--- src/rtl/cci_afu_rd_engine.sv ---
// cci_afu_rd_engine: CSR-programmed AFU that streams N cache-line reads and then writes a status line.
//   vl_clk_LPdomain_32ui              - sole clock, rising edge
//   ffs_vl_LP32ui_lp2sy_SystemReset_n - synchronous active-low reset
//   ffs_vl_LP32ui_lp2sy_InitDnForSys  - link ready; TX requests held off while low
//   C0Rx{Hdr,Data,RdValid,WrValid,CgValid}, C1RxWrValid - responses and CSR writes
//   C0TxAlmFull / C1TxAlmFull         - TX back-pressure
//   C0TxHdr/C0TxRdValid               - registered read requests
//   C1TxHdr/C1TxData/C1TxWrValid      - registered status write; C1TxIrValid tied low
// Optional: define CCI_RD_ENGINE_CKSUM_EN to XOR-fold every read line into status word [95:64].
module cci_afu_rd_engine (
    input  logic         vl_clk_LPdomain_32ui,
    input  logic         ffs_vl_LP32ui_lp2sy_SystemReset_n,
    input  logic         ffs_vl_LP32ui_lp2sy_InitDnForSys,
    input  logic [17:0]  ffs_vl18_LP32ui_lp2sy_C0RxHdr,
    input  logic [511:0] ffs_vl512_LP32ui_lp2sy_C0RxData,
    input  logic         ffs_vl_LP32ui_lp2sy_C0RxRdValid,
    input  logic         ffs_vl_LP32ui_lp2sy_C0RxWrValid,
    input  logic         ffs_vl_LP32ui_lp2sy_C0RxCgValid,
    input  logic         ffs_vl_LP32ui_lp2sy_C1RxWrValid,
    input  logic         ffs_vl_LP32ui_lp2sy_C0TxAlmFull,
    input  logic         ffs_vl_LP32ui_lp2sy_C1TxAlmFull,
    output logic [60:0]  ffs_vl61_LP32ui_sy2lp_C0TxHdr,
    output logic         ffs_vl_LP32ui_sy2lp_C0TxRdValid,
    output logic [60:0]  ffs_vl61_LP32ui_sy2lp_C1TxHdr,
    output logic [511:0] ffs_vl512_LP32ui_sy2lp_C1TxData,
    output logic         ffs_vl_LP32ui_sy2lp_C1TxWrValid,
    output logic         ffs_vl_LP32ui_sy2lp_C1TxIrValid
);
    typedef enum logic [2:0] {IDLE, READ, DRAIN, WRSTAT, WAITWR, DONE} state_t;

    state_t      state;
    logic        rst_n, init;
    logic [13:0] rx_addr;
    logic [31:0] rx_val;
    logic [31:0] csr_stat, csr_base, run_stat, run_base, cksum;
    logic [15:0] csr_n, run_n, issued, received;
    logic [5:0]  outstanding;
    logic        start, go, issue, rsp;
    logic        unused;

    assign rst_n   = ffs_vl_LP32ui_lp2sy_SystemReset_n;
    assign init    = ffs_vl_LP32ui_lp2sy_InitDnForSys;
    assign rx_addr = ffs_vl18_LP32ui_lp2sy_C0RxHdr[13:0];
    assign rx_val  = ffs_vl512_LP32ui_lp2sy_C0RxData[31:0];
    assign unused  = ^{ffs_vl18_LP32ui_lp2sy_C0RxHdr[17:14], ffs_vl512_LP32ui_lp2sy_C0RxData[511:32]};

    assign ffs_vl_LP32ui_sy2lp_C1TxIrValid = 1'b0;

    assign start = ffs_vl_LP32ui_lp2sy_C0RxCgValid && rx_addr == 14'h0A3 && rx_val[0];
    // starts arriving mid-run are dropped so a run always completes with its latched parameters
    assign go    = start && (state == IDLE || state == DONE);
    assign issue = state == READ && init && !ffs_vl_LP32ui_lp2sy_C0TxAlmFull &&
                   outstanding < 6'd32 && issued != run_n;
    // responses outside an active run (e.g. stragglers after a reset) are discarded
    assign rsp   = ffs_vl_LP32ui_lp2sy_C0RxRdValid && (state == READ || state == DRAIN);

    function automatic logic [60:0] tx_hdr(input logic [3:0] t, input logic [31:0] a, input logic [13:0] m);
        return {5'b0, t, 6'b0, a, m};
    endfunction

`ifdef CCI_RD_ENGINE_CKSUM_EN
    logic [31:0] line_xor;
    always_comb begin
        line_xor = '0;
        for (int i = 0; i < 16; i++)
            line_xor = line_xor ^ ffs_vl512_LP32ui_lp2sy_C0RxData[32*i +: 32];
    end
    always_ff @(posedge vl_clk_LPdomain_32ui) begin
        if (!rst_n || go)
            cksum <= '0;
        else if (rsp)
            cksum <= cksum ^ line_xor;
    end
`else
    assign cksum = '0;
`endif

    always_ff @(posedge vl_clk_LPdomain_32ui) begin
        if (!rst_n) begin
            state                           <= IDLE;
            csr_stat                        <= '0;
            csr_base                        <= '0;
            csr_n                           <= '0;
            run_stat                        <= '0;
            run_base                        <= '0;
            run_n                           <= '0;
            issued                          <= '0;
            received                        <= '0;
            outstanding                     <= '0;
            ffs_vl_LP32ui_sy2lp_C0TxRdValid <= 1'b0;
            ffs_vl61_LP32ui_sy2lp_C0TxHdr   <= '0;
            ffs_vl_LP32ui_sy2lp_C1TxWrValid <= 1'b0;
            ffs_vl61_LP32ui_sy2lp_C1TxHdr   <= '0;
            ffs_vl512_LP32ui_sy2lp_C1TxData <= '0;
        end else begin
            ffs_vl_LP32ui_sy2lp_C0TxRdValid <= 1'b0;
            ffs_vl_LP32ui_sy2lp_C1TxWrValid <= 1'b0;
            if (ffs_vl_LP32ui_lp2sy_C0RxCgValid && rx_addr == 14'h0A0) csr_stat <= rx_val;
            if (ffs_vl_LP32ui_lp2sy_C0RxCgValid && rx_addr == 14'h0A1) csr_base <= rx_val;
            if (ffs_vl_LP32ui_lp2sy_C0RxCgValid && rx_addr == 14'h0A2) csr_n    <= rx_val[15:0];
            // simultaneous issue and response cancel out
            outstanding <= outstanding + {5'b0, issue} - {5'b0, rsp};
            if (rsp)
                received <= received + 16'd1;
            if (issue) begin
                ffs_vl_LP32ui_sy2lp_C0TxRdValid <= 1'b1;
                ffs_vl61_LP32ui_sy2lp_C0TxHdr   <= tx_hdr(4'h4, run_base + {16'b0, issued}, issued[13:0]);
                issued                          <= issued + 16'd1;
            end
            case (state)
                IDLE, DONE: if (go) begin
                    run_stat    <= csr_stat;
                    run_base    <= csr_base;
                    run_n       <= csr_n;
                    issued      <= '0;
                    received    <= '0;
                    outstanding <= '0;
                    state       <= csr_n == 16'd0 ? WRSTAT : READ;
                end
                READ:   if (issued == run_n) state <= DRAIN;
                DRAIN:  if (received == run_n) state <= WRSTAT;
                WRSTAT: if (init && !ffs_vl_LP32ui_lp2sy_C1TxAlmFull) begin
                    ffs_vl_LP32ui_sy2lp_C1TxWrValid <= 1'b1;
                    ffs_vl61_LP32ui_sy2lp_C1TxHdr   <= tx_hdr(4'h2, run_stat, 14'h3FFF);
                    ffs_vl512_LP32ui_sy2lp_C1TxData <= {416'b0, cksum, 16'b0, run_n, 32'd1};
                    state                           <= WAITWR;
                end
                WAITWR: if (ffs_vl_LP32ui_lp2sy_C0RxWrValid || ffs_vl_LP32ui_lp2sy_C1RxWrValid) state <= DONE;
                default: state <= IDLE;
            endcase
        end
    end

    always_ff @(posedge vl_clk_LPdomain_32ui)
        if (rst_n)
            assert (received <= issued && outstanding <= 6'd32);
endmodule

--- config.mk ---
export PLATFORM = sky130hd
export DESIGN_NAME = cci_afu_rd_engine
export DESIGN_NICKNAME = d
export VERILOG_FILES = /design/src/rtl/cci_afu_rd_engine.sv
export SDC_FILE = /design/constraint.sdc
export NUM_CORES = 1
export LEC_CHECK = 0
export CORE_AREA = 2 2 453 455
export CTS_BUF_LIST = sky130_fd_sc_hd__clkbuf_4 sky130_fd_sc_hd__clkbuf_8
export DETAILED_ROUTE_END_ITERATION = 8
export DIE_AREA = 0 0 455 457
export PLACE_DENSITY = 0.38
export SLEW_MARGIN = 20
export SYNTH_ARGS = -nofsm -noshare
export SYNTH_HDL_FRONTEND = slang
export SYNTH_SLANG_ARGS = --single-unit
--- constraint.sdc ---
create_clock -name vl_clk_LPdomain_32ui -period 4.22 [get_ports vl_clk_LPdomain_32ui]
set_input_delay 0.422 -clock vl_clk_LPdomain_32ui [delete_from_list [all_inputs] [get_ports vl_clk_LPdomain_32ui]]
set_output_delay 0.422 -clock vl_clk_LPdomain_32ui [all_outputs]
set_load 0.01 [all_outputs]
==> results of run 1 <==
power groups by stage:
stage / Sequential [mW] / Clock (mW) / Combinational [mW]
final: 2.92 / 3.02 / 0.762
after global routing: 2.92 / 3.27 / 0.874
after CTS: 2.92 / 3.15 / 0.759
after detailed placement: 2.98 / 0 / 0.754
after global placement: 2.98 / 0 / 0.756
after floorplan: 2.95 / 0 / 0.953
critical path, delay by kind of cell (launching register included):
kind | cells | cell delay [ps]
adders and majority gates | 2 | 420
DFF | 1 | 590
xor gates and xnor gates | 2 | 250
buffers and inverters | 3 | 350
AOI/OAI and AO/OA | 4 | 680
and+or+nand+nor | 4 | 710
registers in the layout, summed over array words and instances (netlist names), 17 cells and up:
name	count
run_base	32
csr_base	32
ffs_vl61_LP32ui_sy2lp_C1TxHdr	32
run_stat	32
csr_stat	32
ffs_vl512_LP32ui_sy2lp_C1TxData	17
ffs_vl61_LP32ui_sy2lp_C0TxHdr	47
placed cells by master, fill, tap and decap left out, drive strengths merged, types with 33 or more instances in the layout:
| cell type | count |
|---|---|
| o21ai | 33 |
| dfxtp | 299 |
| clkdlybuf4s50 | 167 |
| conb | 524 |
| xnor2 | 40 |
| xor2 | 38 |
| nor2 | 59 |
| clkbuf | 87 |
| nand2 | 505 |
| a21oi | 271 |
cells in the mapped netlist, types with 5 or more instances:
library cell,count,area (sq um)
o21ai_0,33,165
nor2_1,58,218
nor3_1,9,45.0
a31oi_1,9,56.3
and3_1,9,56.3
and2_1,7,43.8
xnor2_1,40,350
a21o_1,6,45.0
nand2_1,505,1900
xor2_1,38,333
buf_2,9,45.0
or3_1,12,75.1
inv_1,27,101
a21oi_1,271,1360
nor4_1,16,100
clkbuf_1,73,274
nand4_1,27,169
nand3_1,31,155
dfxtp_1,299,5990
ha_1,24,300
and4_1,5,43.8
buf_4,549,4120
a211oi_1,8,60.1
o2111ai_1,5,43.8
layer usage:
layer / wire [microns] / track usage (%)
met1: 24700 / 6.49
met4: 1140 / 1.38
met3: 7760 / 2.83
met2: 27500 / 8.87
met5: 0 / 0
kinds of logic (layout without fill, tap and decap cells):
| kind of cell | Yosys count | after routing | share of synthesized area (%) |
|---|---|---|---|
| adder cells (fa/ha/maj) | 27 | 27 | 2.11 |
| AO/OA/AOI/OAI | 358 | 358 | 11.7 |
| multiplexers | 4 | 4 | 0.241 |
| XOR/XNOR | 78 | 78 | 4.12 |
| buffers and inverters | 665 | 315 | 27.7 |
| flip-flops | 299 | 299 | 36.1 |
| other | 1 | 527 | 0.0226 |
| AND/OR/NAND/NOR | 702 | 702 | 18.1 |
path summary, 6_finish.rpt:
kind	to	startpoint	slack, ps
setup / recovery	outstanding[5]	issued[6]	1110
hold / removal	csr_base[21]	ffs_vl512_LP32ui_lp2sy_C0RxData[21]	410
setup reg to reg	outstanding[5]	issued[6]	1110
hold reg to reg	run_stat[28]	csr_stat[28]	440
area by class of cell:
| cell class | count | area, sq um | area share [%] |
|---|---|---|---|
| Antenna cell | 3 | 7.51 | 0.0365 |
| Clock buffer | 87 | 1070 | 5.22 |
| Clock inverter | 10 | 114 | 0.554 |
| Inverter | 28 | 110 | 0.536 |
| Multi-Input combinational cell | 1693 | 8010 | 39.0 |
| Sequential cell | 299 | 5990 | 29.1 |
| Tap cell | 2688 | 3360 | 16.4 |
| Timing Repair Buffer | 190 | 1880 | 9.16 |
==> impl_metrics.py, run 1 <==
metrics = {
    "outcome": {
        "status": "complete, no violations",
    },
    "sta": {
        "post-route-period-util_pct": 73.7,
        "hold_violations": 0,
        "maxSlewHeadroom_pct": 27.6,
        "worst_slack_ps": 1110,
        "holdWs_ps": 410,
        "finClkSkew_ps": 26.6,
        "rsz0062_at_grt": "no",
        "clock.fmax_mhz": 322,
        "fin_setup_tns_ps": 0,
        "worst_pin_slew_ps": 1080,
        "period_minus_slack_ps": 3110,
        "setup_viol": 0,
        "final_max_slew_viol_count": 0,
    },
    "synth": {
        "syn-cell-area_sq_um": 16600,
        "synthArstFlopShare_pct": 0,
        "netlist_instances": 2134,
        "synth_edf_count": 0,
        "yosysUniqueCellTypes": 59,
        "ys_warn_count": 0,
        "synth.avg_cell_area_sq_um": 7.78,
        "synthFlopType": "dfxtp_1",
        "synth.yosys.seq_area_share_pct": 36.1,
        "synth-seq-cells": 299,
    },
    "final_layout": {
        "fin_area_sq_um": 20500,
        "syn_to_final_growth_pct": 23.8,
        "layout.cells.non_filler": 4998,
        "drive_gt1_share_pct": 5.98,
        "fill_cells": 23581,
        "final_nets": 2830,
        "post-route-util_pct": 10.1,
    },
    "critical_path": {
        "cpPeakStageDelay_ps": 590,
        "critical_path_class": "reg -> reg",
        "critPathMaxFanout": 9,
        "r2r_cells": 15,
        "worstSetupEndpointType": "flop",
        "critical_path_arrival_ps": 3620,
        "crit_path_top_delay_cell": "dfxtp_1",
        "cp_cell_sequence": "xor2_1, nor4_1, and4_1, buf_4, nor2_4, inv_2, ha_1, inv_1, ha_1, a21o_1, a21oi_1, o21bai_1, a21oi_1, xnor2_1, nor2_1",
        "crit_path_start_kind": "flop",
        "required_ps": 4740,
    },
    "floorplanning": {
        "rows": 166,
        "die_area_sq_um": 208000,
        "dieHeight_microns": 457,
        "die_x_microns": 455,
        "start_util_pct": 8.16,
        "coreArea_sq_um": 203000,
        "io-pin-count": 1176,
    },
    "power_and_ir_drop": {
        "p_seq_share_pct": 43.5,
        "intPower_mw": 4.83,
        "pwr-share-clk_pct": 45.1,
        "p_comb_share_pct": 11.4,
        "p_leak_nw": 7.13,
        "fin_total_pwr_mw": 6.70,
        "p_switching_mw": 1.87,
        "sw_frac_of_total_pct": 27.9,
        "ir_drop_v": 0.000207,
        "power_density_nw_per_um2": 326,
    },
    "detailed_routing": {
        "wirelength_microns": 61100,
        "first_pass_iters": 5,
        "vias": 12758,
        "antenna_left": 0,
        "drtIter0Drc": 617,
        "wire_per_inst_microns": 12.2,
        "vias_per_cell": 2.55,
        "drc_errors": 0,
    },
    "clock_tree": {
        "path_clk_slew_ps": 60,
        "htree_levels": 2,
        "cts-buffers-inserted": 53,
        "postCtsSetupRepairBufs": 0,
        "ctsHoldBuffers": 0,
        "cts.path.max_buffers": 3,
        "root_buffer": "clkbuf_8",
        "insertion_delay_ps": 640,
        "cts_tree": "built",
        "clock-sinks": 299,
        "cts_resized": 0,
    },
    "global_routing": {
        "overflow": 0,
        "antenna_found_initial": 6,
        "grt_pass1_wl_microns": 83900,
        "track_usage_pct": 5.54,
        "grt_max_degree": 133,
        "grt_pass1_vias": 11130,
    },
    "placed_design": {
        "dp.cells": 4898,
        "dp_slack_ps": 931,
        "dp_hpwl_microns": 47500,
        "port_buffers": 167,
        "place_congestion": 0.725,
        "placed_area_sq_um": 19300,
    },
    "min_path": {
        "hold_class": "in -> reg",
        "worstHoldPathCells": 3,
    },
    "run": {
        "maxCapViolations": 0,
    },
}
Power figures use the tool's default switching activity.
==> run 2: changes to the inputs <==
==> constraint.sdc (replaced) <==
create_clock -name vl_clk_LPdomain_32ui -period 3.1 [get_ports vl_clk_LPdomain_32ui]
set_input_delay 0.31 -clock vl_clk_LPdomain_32ui [delete_from_list [all_inputs] [get_ports vl_clk_LPdomain_32ui]]
set_output_delay 0.31 -clock vl_clk_LPdomain_32ui [all_outputs]
set_load 0.01 [all_outputs]
==> run 2 against run 1 <==
Clock skew increased by 5.6 ps. Global-route usage about the same. Non-clock buffer count increased by 48. Die area unchanged. Largest power group unchanged.
==> impl_metrics.py, run 2 (same netlist as run 1, synthesis figures left out) <==
metrics = {
    "outcome": {
        "status": "complete, no violations",
    },
    "final_layout": {
        "fill_cells": 23596,
        "final_nets": 2880,
        "syn_to_final_growth_pct": 25.8,
        "seq_area_sq_um": 5990,
        "largest_reg_flops": 47,
        "top_register": "ffs_vl61_LP32ui_sy2lp_C0TxHdr",
        "mostFrequentLayoutCells": "conb_1 (524), nand2_1 (505), dfxtp_1 (299)",
        "final_common_cell": "conb_1",
        "drive_gt1_share_pct": 7.90,
        "layout.cells.non_filler": 5045,
        "post-route-util_pct": 10.3,
        "multiInputGateArea_sq_um": 8000,
    },
    "critical_path": {
        "crit_family": "compound AO/OA/AOI/OAI gates",
        "critPathBufInv": 2,
        "crit_path_top_delay_cell": "a2111oi_0",
        "required_ps": 3590,
        "critPathMaxFanout": 7,
        "cp_cell_sequence": "buf_4, ha_1, o21ai_0, a2111oi_0, buf_4, nand2_1, and3_1, o21ai_0, a21oi_1",
        "critical_path_arrival_ps": 3400,
        "cpPeakStageDelay_ps": 820,
        "crit_path_start_kind": "flop",
        "r2r_start": "issued[5]",
        "critical_path_class": "reg -> reg",
        "worstSetupEndpointType": "flop",
        "crit_path_start": "issued[5]",
    },
    "floorplanning": {
        "coreArea_sq_um": 203000,
        "dieHeight_microns": 457,
        "start_util_pct": 8.16,
        "die_x_microns": 455,
        "die_area_sq_um": 208000,
        "io-pin-count": 1176,
        "rows": 166,
    },
    "detailed_routing": {
        "wire_per_inst_microns": 12.2,
        "maxUsedRoutingLayer": "met5",
        "vias": 12899,
        "first_pass_iters": 4,
        "dr_wl_met3_microns": 7510,
        "wl_met1_microns": 25100,
        "drtIter0Drc": 628,
        "dr_wl_met2_microns": 27700,
        "vias_per_cell": 2.56,
        "antenna_left": 0,
        "wirelength_microns": 61400,
        "drc_errors": 0,
    },
    "sta": {
        "rsz0062_at_grt": "no",
        "period_minus_slack_ps": 2910,
        "worst_pin_slew_ps": 858,
        "hold_violations": 0,
        "clock.fmax_mhz": 344,
        "finClkSkew_ps": 32.2,
        "post-route-period-util_pct": 93.7,
        "setup_viol": 0,
        "maxSlewHeadroom_pct": 41.3,
        "final_max_slew_viol_count": 0,
    },
    "clock_tree": {
        "root_buffer": "clkbuf_8",
        "clock-sinks": 299,
        "insertion_delay_ps": 630,
        "cts_tree": "built",
        "path_clk_slew_ps": 60,
        "ctsHoldBuffers": 0,
        "htree_levels": 2,
        "postCtsSetupRepairBufs": 0,
        "cts-buffers-inserted": 55,
        "cts.path.max_buffers": 3,
        "cts_resized": 0,
    },
    "global_routing": {
        "grt_max_degree": 93,
        "antenna_found_initial": 6,
        "overflow": 0,
        "track_usage_pct": 5.55,
        "grt_pass1_vias": 11440,
        "grt_pass1_wl_microns": 84300,
    },
    "min_path": {
        "hold_class": "in -> reg",
        "worstHoldStart": "ffs_vl512_LP32ui_lp2sy_C0RxData[24]",
    },
    "placed_design": {
        "port_buffers": 167,
        "dp_hpwl_microns": 48500,
        "place_congestion": 0.738,
        "dp.cells": 4946,
    },
    "run": {
        "maxCapViolations": 0,
    },
    "power_and_ir_drop": {
        "ir_drop_v": 0.000268,
        "p_leak_nw": 7.37,
        "power_density_nw_per_um2": 434,
    },
}
==> run 2: cell count changes in the layout (fill, tap and decap cells not counted), sizes merged <==
cell      change
buf          +48
bufinv        -1
clkbuf        +1
clkinv        +2
clkinvlp      -2
diode         -1
==> run 2: routing by layer <==
layer / vias to the layer above / track usage, %
met5: - / 0
met4: 2 / 1.29
met3: 68 / 2.76
met2: 665 / 8.92
met1: 5882 / 6.54
li1: 6282 / -
==> run 2: final cells by class <==
cell class / instances / share of cell area, %
Antenna cell: 2 / 0.0240
Multi-Input combinational cell: 1693 / 38.3
Clock inverter: 9 / 0.366
Inverter: 28 / 0.528
Tap cell: 2688 / 16.1
Clock buffer: 88 / 5.08
Timing Repair Buffer: 238 / 10.9
Sequential cell: 299 / 28.7
==> run 2: power breakdown <==
| part | internal, mW | leakage (nW) | switching, mW |
|---|---|---|---|
| logic | 0.369 | 4.35 | 0.745 |
| registers | 3.90 | 2.41 | 0.0552 |
| clock network | 2.24 | 0.613 | 1.75 |
| total | 6.51 | 7.37 | 2.55 |
==> run 2: path summary, 6_finish.rpt <==
path | cells past startpoint | endpoint | slack, ps
setup reg to reg | 9 | ffs_vl61_LP32ui_sy2lp_C0TxHdr[29] | 190
hold reg to reg | 2 | run_base[19] | 450
setup / recovery | 9 | ffs_vl61_LP32ui_sy2lp_C0TxHdr[29] | 190
hold / removal | 3 | csr_base[24] | 290
==> run 2: worst min-delay path, cell delays in order <==
cell and delay, ps:
clkdlybuf4s50_1 420, nand2_1 60, a21oi_1 50
==> run 2: through the flow <==
| step | power [mW] | hold WS (ps) | worst slack, ps | TNS (ps) | cell area (sq um) |
|---|---|---|---|---|---|
| after floorplan | 5.31 | 432 | 80.2 | 0 | 18600 |
| after global placement | 5.14 | 442 | -79.2 | -126 | 19700 |
| after detailed placement | 5.14 | 444 | -37.5 | -64.4 | 19700 |
| after CTS | 9.21 | 221 | 257 | 0 | 20900 |
| after global routing | 9.54 | 253 | 82.8 | 0 | 20900 |
| final | 9.06 | 289 | 194 | 0 | 20900 |
==> run 3: changes to the inputs <==
--- a/config.mk
+++ b/config.mk
@@ -14,3 +14,4 @@
 export SYNTH_ARGS = -nofsm -noshare
 export SYNTH_HDL_FRONTEND = slang
 export SYNTH_SLANG_ARGS = --single-unit
+export TNS_END_PERCENT = 20
==> results of run 3 <==
Same layout as run 2: the final DEF is identical, and so are final timing and power.
